--- src/rtl/melody_player.sv ---
// melody_player: programmable multi-song note sequencer and square-wave tone
// generator for the piezo.
//   clk, rst_n         : system clock, asynchronous active-low reset
//   wr_en/addr/data    : note table write port, addr = {song, index}, data = {div, dur}
//   play/song_sel/loop : start (or preempt) playback of a song, optionally repeating
//   stop               : abort playback
//   piezo_out          : registered square wave, half-period = div cycles
//   busy, done         : playback active / one-cycle natural-end pulse
//   note_idx           : index of the entry currently loaded or playing
module melody_player #(
    parameter int unsigned NUM_SONGS = 4,
    parameter int unsigned MAX_NOTES = 8,
    parameter int unsigned DIV_W     = 20,
    parameter int unsigned DUR_W     = 24,
    parameter int unsigned GAP_CYC   = 0,
    localparam int unsigned SONG_W   = (NUM_SONGS > 1) ? $clog2(NUM_SONGS) : 1,
    localparam int unsigned IDX_W    = $clog2(MAX_NOTES)
) (
    input  logic                    clk,
    input  logic                    rst_n,
    input  logic                    wr_en,
    input  logic [SONG_W+IDX_W-1:0] wr_addr,
    input  logic [DIV_W+DUR_W-1:0]  wr_data,
    input  logic                    play,
    input  logic [SONG_W-1:0]       song_sel,
    input  logic                    loop,
    input  logic                    stop,
    output logic                    piezo_out,
    output logic                    busy,
    output logic                    done,
    output logic [IDX_W-1:0]        note_idx
);

    localparam int unsigned ADDR_W  = SONG_W + IDX_W;
    localparam int unsigned WORD_W  = DIV_W + DUR_W;
    localparam int unsigned DEPTH   = NUM_SONGS * MAX_NOTES;
    localparam int unsigned GAP_W   = (GAP_CYC > 1) ? $clog2(GAP_CYC + 1) : 1;
    localparam int unsigned SONG_W1 = SONG_W + 1;

    typedef enum logic [1:0] {
        IDLE = 2'd0,
        LOAD = 2'd1,
        PLAY = 2'd2,
        GAP  = 2'd3
    } state_t;

    state_t              state_q, state_d;
    logic [SONG_W-1:0]   song_q, song_d;
    logic                loop_q, loop_d;
    logic [IDX_W-1:0]    idx_q, idx_d;
    logic [DIV_W-1:0]    div_q, div_d;
    logic [DUR_W-1:0]    dur_cnt_q, dur_cnt_d;
    logic [DIV_W-1:0]    tone_cnt_q, tone_cnt_d;
    logic                tone_q, tone_d;
    logic [GAP_W-1:0]    gap_cnt_q, gap_cnt_d;
    logic                done_q, done_d;
    logic                busy_q, busy_d;

    logic [WORD_W-1:0]   table_mem [DEPTH];
    logic [WORD_W-1:0]   rd_data_q;
    logic [DIV_W-1:0]    rd_div_c;
    logic [DUR_W-1:0]    rd_dur_c;
    logic [ADDR_W-1:0]   rd_addr_c;
    logic                rd_en_c;
    logic                wr_ok_c;
    logic                play_ok_c;
    logic                adv_c;
    logic                term_c;

    // Guard against song numbers beyond the table when NUM_SONGS is not a power of two
    assign wr_ok_c   = {1'b0, wr_addr[ADDR_W-1 -: SONG_W]} < SONG_W1'(NUM_SONGS);
    assign play_ok_c = play && ({1'b0, song_sel} < SONG_W1'(NUM_SONGS));

    // The read is issued on the edge that enters LOAD so the entry is visible during LOAD
    assign rd_en_c   = (state_d == LOAD);
    assign rd_addr_c = {song_d, idx_d};
    assign rd_dur_c  = rd_data_q[DUR_W-1:0];
    assign rd_div_c  = rd_data_q[WORD_W-1:DUR_W];

    // Note table: synchronous RAM, not reset, read-during-write returns old data
    always_ff @(posedge clk) begin
        if (wr_en && wr_ok_c) begin
            table_mem[wr_addr] <= wr_data;
        end
        if (rd_en_c) begin
            rd_data_q <= table_mem[rd_addr_c];
        end
    end

    // Controller state register
    always_ff @(posedge clk or negedge rst_n) begin
        if (!rst_n) begin
            state_q    <= IDLE;
            song_q     <= '0;
            loop_q     <= 1'b0;
            idx_q      <= '0;
            div_q      <= '0;
            dur_cnt_q  <= '0;
            tone_cnt_q <= '0;
            tone_q     <= 1'b0;
            gap_cnt_q  <= '0;
            done_q     <= 1'b0;
            busy_q     <= 1'b0;
        end else begin
            state_q    <= state_d;
            song_q     <= song_d;
            loop_q     <= loop_d;
            idx_q      <= idx_d;
            div_q      <= div_d;
            dur_cnt_q  <= dur_cnt_d;
            tone_cnt_q <= tone_cnt_d;
            tone_q     <= tone_d;
            gap_cnt_q  <= gap_cnt_d;
            done_q     <= done_d;
            busy_q     <= busy_d;
        end
    end

    // Next-state and output logic
    always_comb begin
        state_d    = state_q;
        song_d     = song_q;
        loop_d     = loop_q;
        idx_d      = idx_q;
        div_d      = div_q;
        dur_cnt_d  = dur_cnt_q;
        tone_cnt_d = tone_cnt_q;
        tone_d     = 1'b0;
        gap_cnt_d  = gap_cnt_q;
        done_d     = 1'b0;
        adv_c      = 1'b0;
        term_c     = 1'b0;

        case (state_q)
            IDLE: begin
            end
            LOAD: begin
                if (rd_dur_c != '0) begin
                    state_d    = PLAY;
                    div_d      = rd_div_c;
                    dur_cnt_d  = rd_dur_c;
                    tone_cnt_d = '0;
                end else begin
                    term_c = 1'b1;
                end
            end
            PLAY: begin
                dur_cnt_d = dur_cnt_q - DUR_W'(1);
                if (div_q != '0) begin
                    if (tone_cnt_q == div_q - DIV_W'(1)) begin
                        tone_cnt_d = '0;
                        tone_d     = ~tone_q;
                    end else begin
                        tone_cnt_d = tone_cnt_q + DIV_W'(1);
                        tone_d     = tone_q;
                    end
                end
                if (dur_cnt_q == DUR_W'(1)) begin
                    if (GAP_CYC > 0) begin
                        state_d   = GAP;
                        gap_cnt_d = GAP_W'(GAP_CYC);
                    end else begin
                        adv_c = 1'b1;
                    end
                end
            end
            GAP: begin
                gap_cnt_d = gap_cnt_q - GAP_W'(1);
                if (gap_cnt_q == GAP_W'(1)) begin
                    adv_c = 1'b1;
                end
            end
            default: begin
                state_d = IDLE;
            end
        endcase

        // Running off the end of the table behaves like hitting a terminator
        if (adv_c) begin
            if (idx_q == IDX_W'(MAX_NOTES - 1)) begin
                term_c = 1'b1;
            end else begin
                idx_d   = idx_q + IDX_W'(1);
                state_d = LOAD;
            end
        end

        // An empty song never loops, so loop only restarts from a non-zero index
        if (term_c) begin
            if (loop_q && (idx_q != '0)) begin
                idx_d   = '0;
                state_d = LOAD;
            end else begin
                state_d = IDLE;
                done_d  = 1'b1;
            end
        end

        // Start or preempt; an aborted song never reports done
        if (play_ok_c) begin
            state_d = LOAD;
            song_d  = song_sel;
            loop_d  = loop;
            idx_d   = '0;
            done_d  = 1'b0;
        end

        if (stop) begin
            state_d = IDLE;
            done_d  = 1'b0;
        end

        if (state_d != PLAY) begin
            tone_d = 1'b0;
        end

        busy_d = (state_d != IDLE);
    end

    assign piezo_out = tone_q;
    assign busy      = busy_q;
    assign done      = done_q;
    assign note_idx  = idx_q;

endmodule

--- config.mk ---
export PLATFORM = sky130hd
export DESIGN_NAME = melody_player
export DESIGN_NICKNAME = d
export VERILOG_FILES = /design/src/rtl/melody_player.sv
export SDC_FILE = /design/constraint.sdc
export NUM_CORES = 2
export LEC_CHECK = 0
export BUFFER_PORTS_ARGS = -buffer_cell sky130_fd_sc_hd__buf_4
export CORE_MARGIN = 10
export CORE_UTILIZATION = 35
export CTS_BUF_LIST = sky130_fd_sc_hd__clkbuf_16
export DETAILED_ROUTE_END_ITERATION = 6
export HOLD_SLACK_MARGIN = 0.15
export PLACE_DENSITY = 0.5
export SYNTH_ARGS = -nofsm -noshare
export SYNTH_HDL_FRONTEND = slang
export SYNTH_SLANG_ARGS = --single-unit
--- constraint.sdc ---
create_clock -name clk -period 6.8 [get_ports clk]
set_input_delay 1.36 -clock clk [delete_from_list [all_inputs] [get_ports clk]]
set_output_delay 1.36 -clock clk [all_outputs]
set_load 0.05 [all_outputs]
==> impl_metrics.tcl <==
set metrics [dict create \
    status "finished clean" \
    gp_congestion 0.815 \
    p_total_mw 19.8 \
    yosysWarnings 0 \
    critPathLaunchType "flop" \
    yosysMostFrequentCell "edfxtp_1" \
    dr.first_iter.drc_count 4015 \
    num_vias 35900 \
    port_buffers 62 \
    fin_cells 6247 \
    cts-buffers-inserted 163 \
    muxShareOfSynthArea_pct 2.33 \
    synthCells 3840 \
    wl_per_cell_microns 29.1 \
    post-route-period-util_pct 71.0 \
    worstPathRequired_ns 7.21 \
    dieArea_sq_um 186000 \
    grt_overflow 0 \
    preCtsSetupSlack_ns 2.10 \
    cts.sink_count 1528 \
    fp-row-count 151 \
    layout-drive-gt1-share_pct 10.7 \
    finalMaxSlewViolations 0 \
    finalHoldViolations 0 \
    io_pins 63 \
    setup_tns_ns 0 \
    setup_viol 0 \
    min_from "rd_data_q[37]" \
    worstHoldPathType "reg2reg" \
    synthSimpleGateAreaFrac_pct 6.02 \
    cp-startpoint "dur_cnt_q[11]" \
    fin_crit_ns 4.83 \
    critPathCapture "rd_data_q[15]" \
    synth_top_area_cell "edfxtp_1" \
    reg2reg_setup_slack_ns 1.97 \
    p_per_area_nw_per_um2 292 \
    synth_area_sq_um 59300 \
    p_leak_nw 22.5 \
    synth_xor_area_share_pct 0.384 \
    die_h_microns 432 \
    initial_core_util_pct 35.1 \
    synth_cell_type_count 68 \
    clock.fmax_ghz 0.207 \
    synth-edff-count 1452 \
    yosysTopAreaCellShare_pct 73.5 \
    drcViolationCount 0 \
    path_class "reg2reg" \
    rsz0062_at_grt "no" \
    drv_cap 0 \
    postRouteWirelength_microns 182000 \
    ys_top_cells_by_count "edfxtp_1 (1452), nand2_1 (582), clkbuf_1 (220)" \
    async_flop_share_pct 4.97 \
    critPathArrivalTime_ns 5.24 \
    antenna_found_initial 10 \
    synthTopCellsByArea "edfxtp_1 (74%), nand2_1 (3.7%), dfrtp_1 (3.2%), a221o_1 (3.0%), mux2i_1 (2.3%)" \
    ff2ff_path_depth 11 \
    r2r_end "rd_data_q[15]" \
    endpoint_kind "flop" \
    synthFlopType "edfxtp_1" \
    postSynthAreaPerCell_sq_um 15.4 \
    grt_util_all_layers_pct 18.9 \
    yosys.area_share.adder_pct 0.127 \
    peakVddDrop_mv 0.240 \
    worst_pin_slew_ns 1.26 \
    vias_per_cell 5.74 \
    synth_top_family_by_area "compound AO/OA/AOI/OAI gates" \
    cts_tree "done" \
    rr_startpoint "dur_cnt_q[11]" \
    cts_setup_buffers 0 \
    grt_pass1_vias 34700 \
    cts.repair.resized 0 \
    dp.cells 5949 \
    hold_buffers 0 \
    synth_fp_nets 3903 \
    seq_area_frac_synth_pct 76.7 \
    synth_compound_area_share_pct 12.5 \
    finalWorstSetupSlack_ns 1.97 \
    skew_ns 0.0245 \
    slew_headroom_pct 13.8 \
    areaGrowthSynthToFinish_pct 14.4 \
    grt_max_degree 155 \
    path_clk_slew_ns 0.06 \
    clock_latency_ns 0.81 \
    cts_root_buf "clkbuf_16" \
    clk_path_buf_depth 3 \
    coreArea_sq_um 169000 \
    dr.pass1.iters 5 \
    path_max_fanout 73 \
    postRouteAntennaNets 0 \
    hpwl_microns 94500 \
    nNetsFinal 3959 \
    fp.dieW_microns 432 \
    grt_pass1_wl_microns 259000 \
    htree_levels 4 \
    ys_ff_latch 1528 \
]
-- sequential cells by signal, summed over array words and instances (netlist names) --
| name | flops |
|---|---|
| note_idx | 3 |
| song_q | 2 |
| done | 1 |
| piezo_out | 1 |
| loop_q | 1 |
| div_q | 20 |
| busy | 1 |
| dur_cnt_q | 24 |
| table_mem | 1408 |
| state_q | 2 |
| rd_data_q | 44 |
| gap_cnt_q | 1 |
| tone_cnt_q | 20 |
-- how the worst min path moves through the flow --
stage / end / cells after the start
after floorplan: div_q[10] / 2
after global placement: div_q[13] / 2
after detailed placement: div_q[13] / 2
after CTS: div_q[13] / 2
after global routing: div_q[13] / 2
final: div_q[13] / 2
-- placed cells by master (no fill, tap or decap), types with 5 or more instances in the layout --
| cell | count |
|---|---|
| inv_1 | 73 |
| clkbuf_16 | 165 |
| or3_1 | 13 |
| and3_1 | 10 |
| mux2i_1 | 137 |
| clkinv_8 | 6 |
| xnor2_1 | 20 |
| a31oi_1 | 57 |
| clkinvlp_4 | 6 |
| a221oi_1 | 134 |
| dfrtp_1 | 76 |
| or2_2 | 7 |
| nand3b_1 | 7 |
| nand2b_1 | 11 |
| nor3_1 | 13 |
| nor2_4 | 39 |
| nand4_1 | 51 |
| diode_2 | 5 |
| ha_1 | 6 |
| a21oi_1 | 207 |
| a32oi_1 | 45 |
| nand3_1 | 24 |
| o211ai_1 | 139 |
| clkinv_2 | 20 |
| xor2_1 | 6 |
| o31ai_1 | 11 |
| nor4_1 | 13 |
| edfxtp_1 | 1452 |
| o21ai_0 | 157 |
| buf_4 | 138 |
| bufinv_16 | 6 |
| nor2_1 | 30 |
| nand2_1 | 582 |
| or4_1 | 9 |
| buf_12 | 20 |
| a221o_1 | 179 |
| clkinv_1 | 36 |
| o221ai_1 | 46 |
-- worst max-delay path, cell delays in order, from the launching register on --
cell and delay, ns:
dfrtp_1 0.42, or2_2 0.30, nor4_1 0.60, and3_1 0.43, o22ai_1 0.22, nor2_4 0.46
buf_12 0.43, buf_12 0.42, mux2i_1 0.24, o21ai_0 0.12, o211ai_1 0.20, nand4_1 0.39
-- cells by family (layout without fill, tap and decap cells) --
family / after synthesis / after routing
AOI/OAI and AO/OA: 1017 / 1017
xor gates and xnor gates: 26 / 26
adders and majority gates: 6 / 6
buffers and inverters: 295 / 479
DFF: 1528 / 1528
muxes: 138 / 138
other: 0 / 5
and+or+nand+nor: 830 / 830
-- layer usage --
metal / GRT usage (%) / vias to the layer above / share of wire, %
li1: - / 15500 / -
met1: 27.8 / 18800 / 45
met2: 29.1 / 1368 / 46
met3: 2.73 / 222 / 6.6
met4: 5.61 / 0 / 2.5
met5: 0 / - / 0
-- metrics by stage --
step	util, %	hold WS (ns)	instance area (sq um)
after floorplan	-	0.415	59300
after global placement	37.2	0.428	62800
after detailed placement	37.2	0.428	62800
after CTS	40.2	0.428	67800
after global routing	40.2	0.459	67800
final	40.2	0.433	67900
-- final cells by class --
type                    instances  area [sq um]
well taps                    2218          2780
clock inverters               128           872
fillers                     15500        101000
inverters                      28           115
clock buffers                 165          4130
flip-flops and latches       1528         45500
repair buffers                158          1440
multi-input cells            2017         13000
diodes                          5          12.5
-- where the power goes --
part | leakage [nW] | total, mW | switching, mW | internal [mW]
clock network | 2.61 | 8.35 | 3.71 | 4.64
logic | 5.82 | 0.837 | 0.611 | 0.226
registers | 14.1 | 10.6 | 0.106 | 10.5
Note: power is estimated with default switching activity, not from simulation.
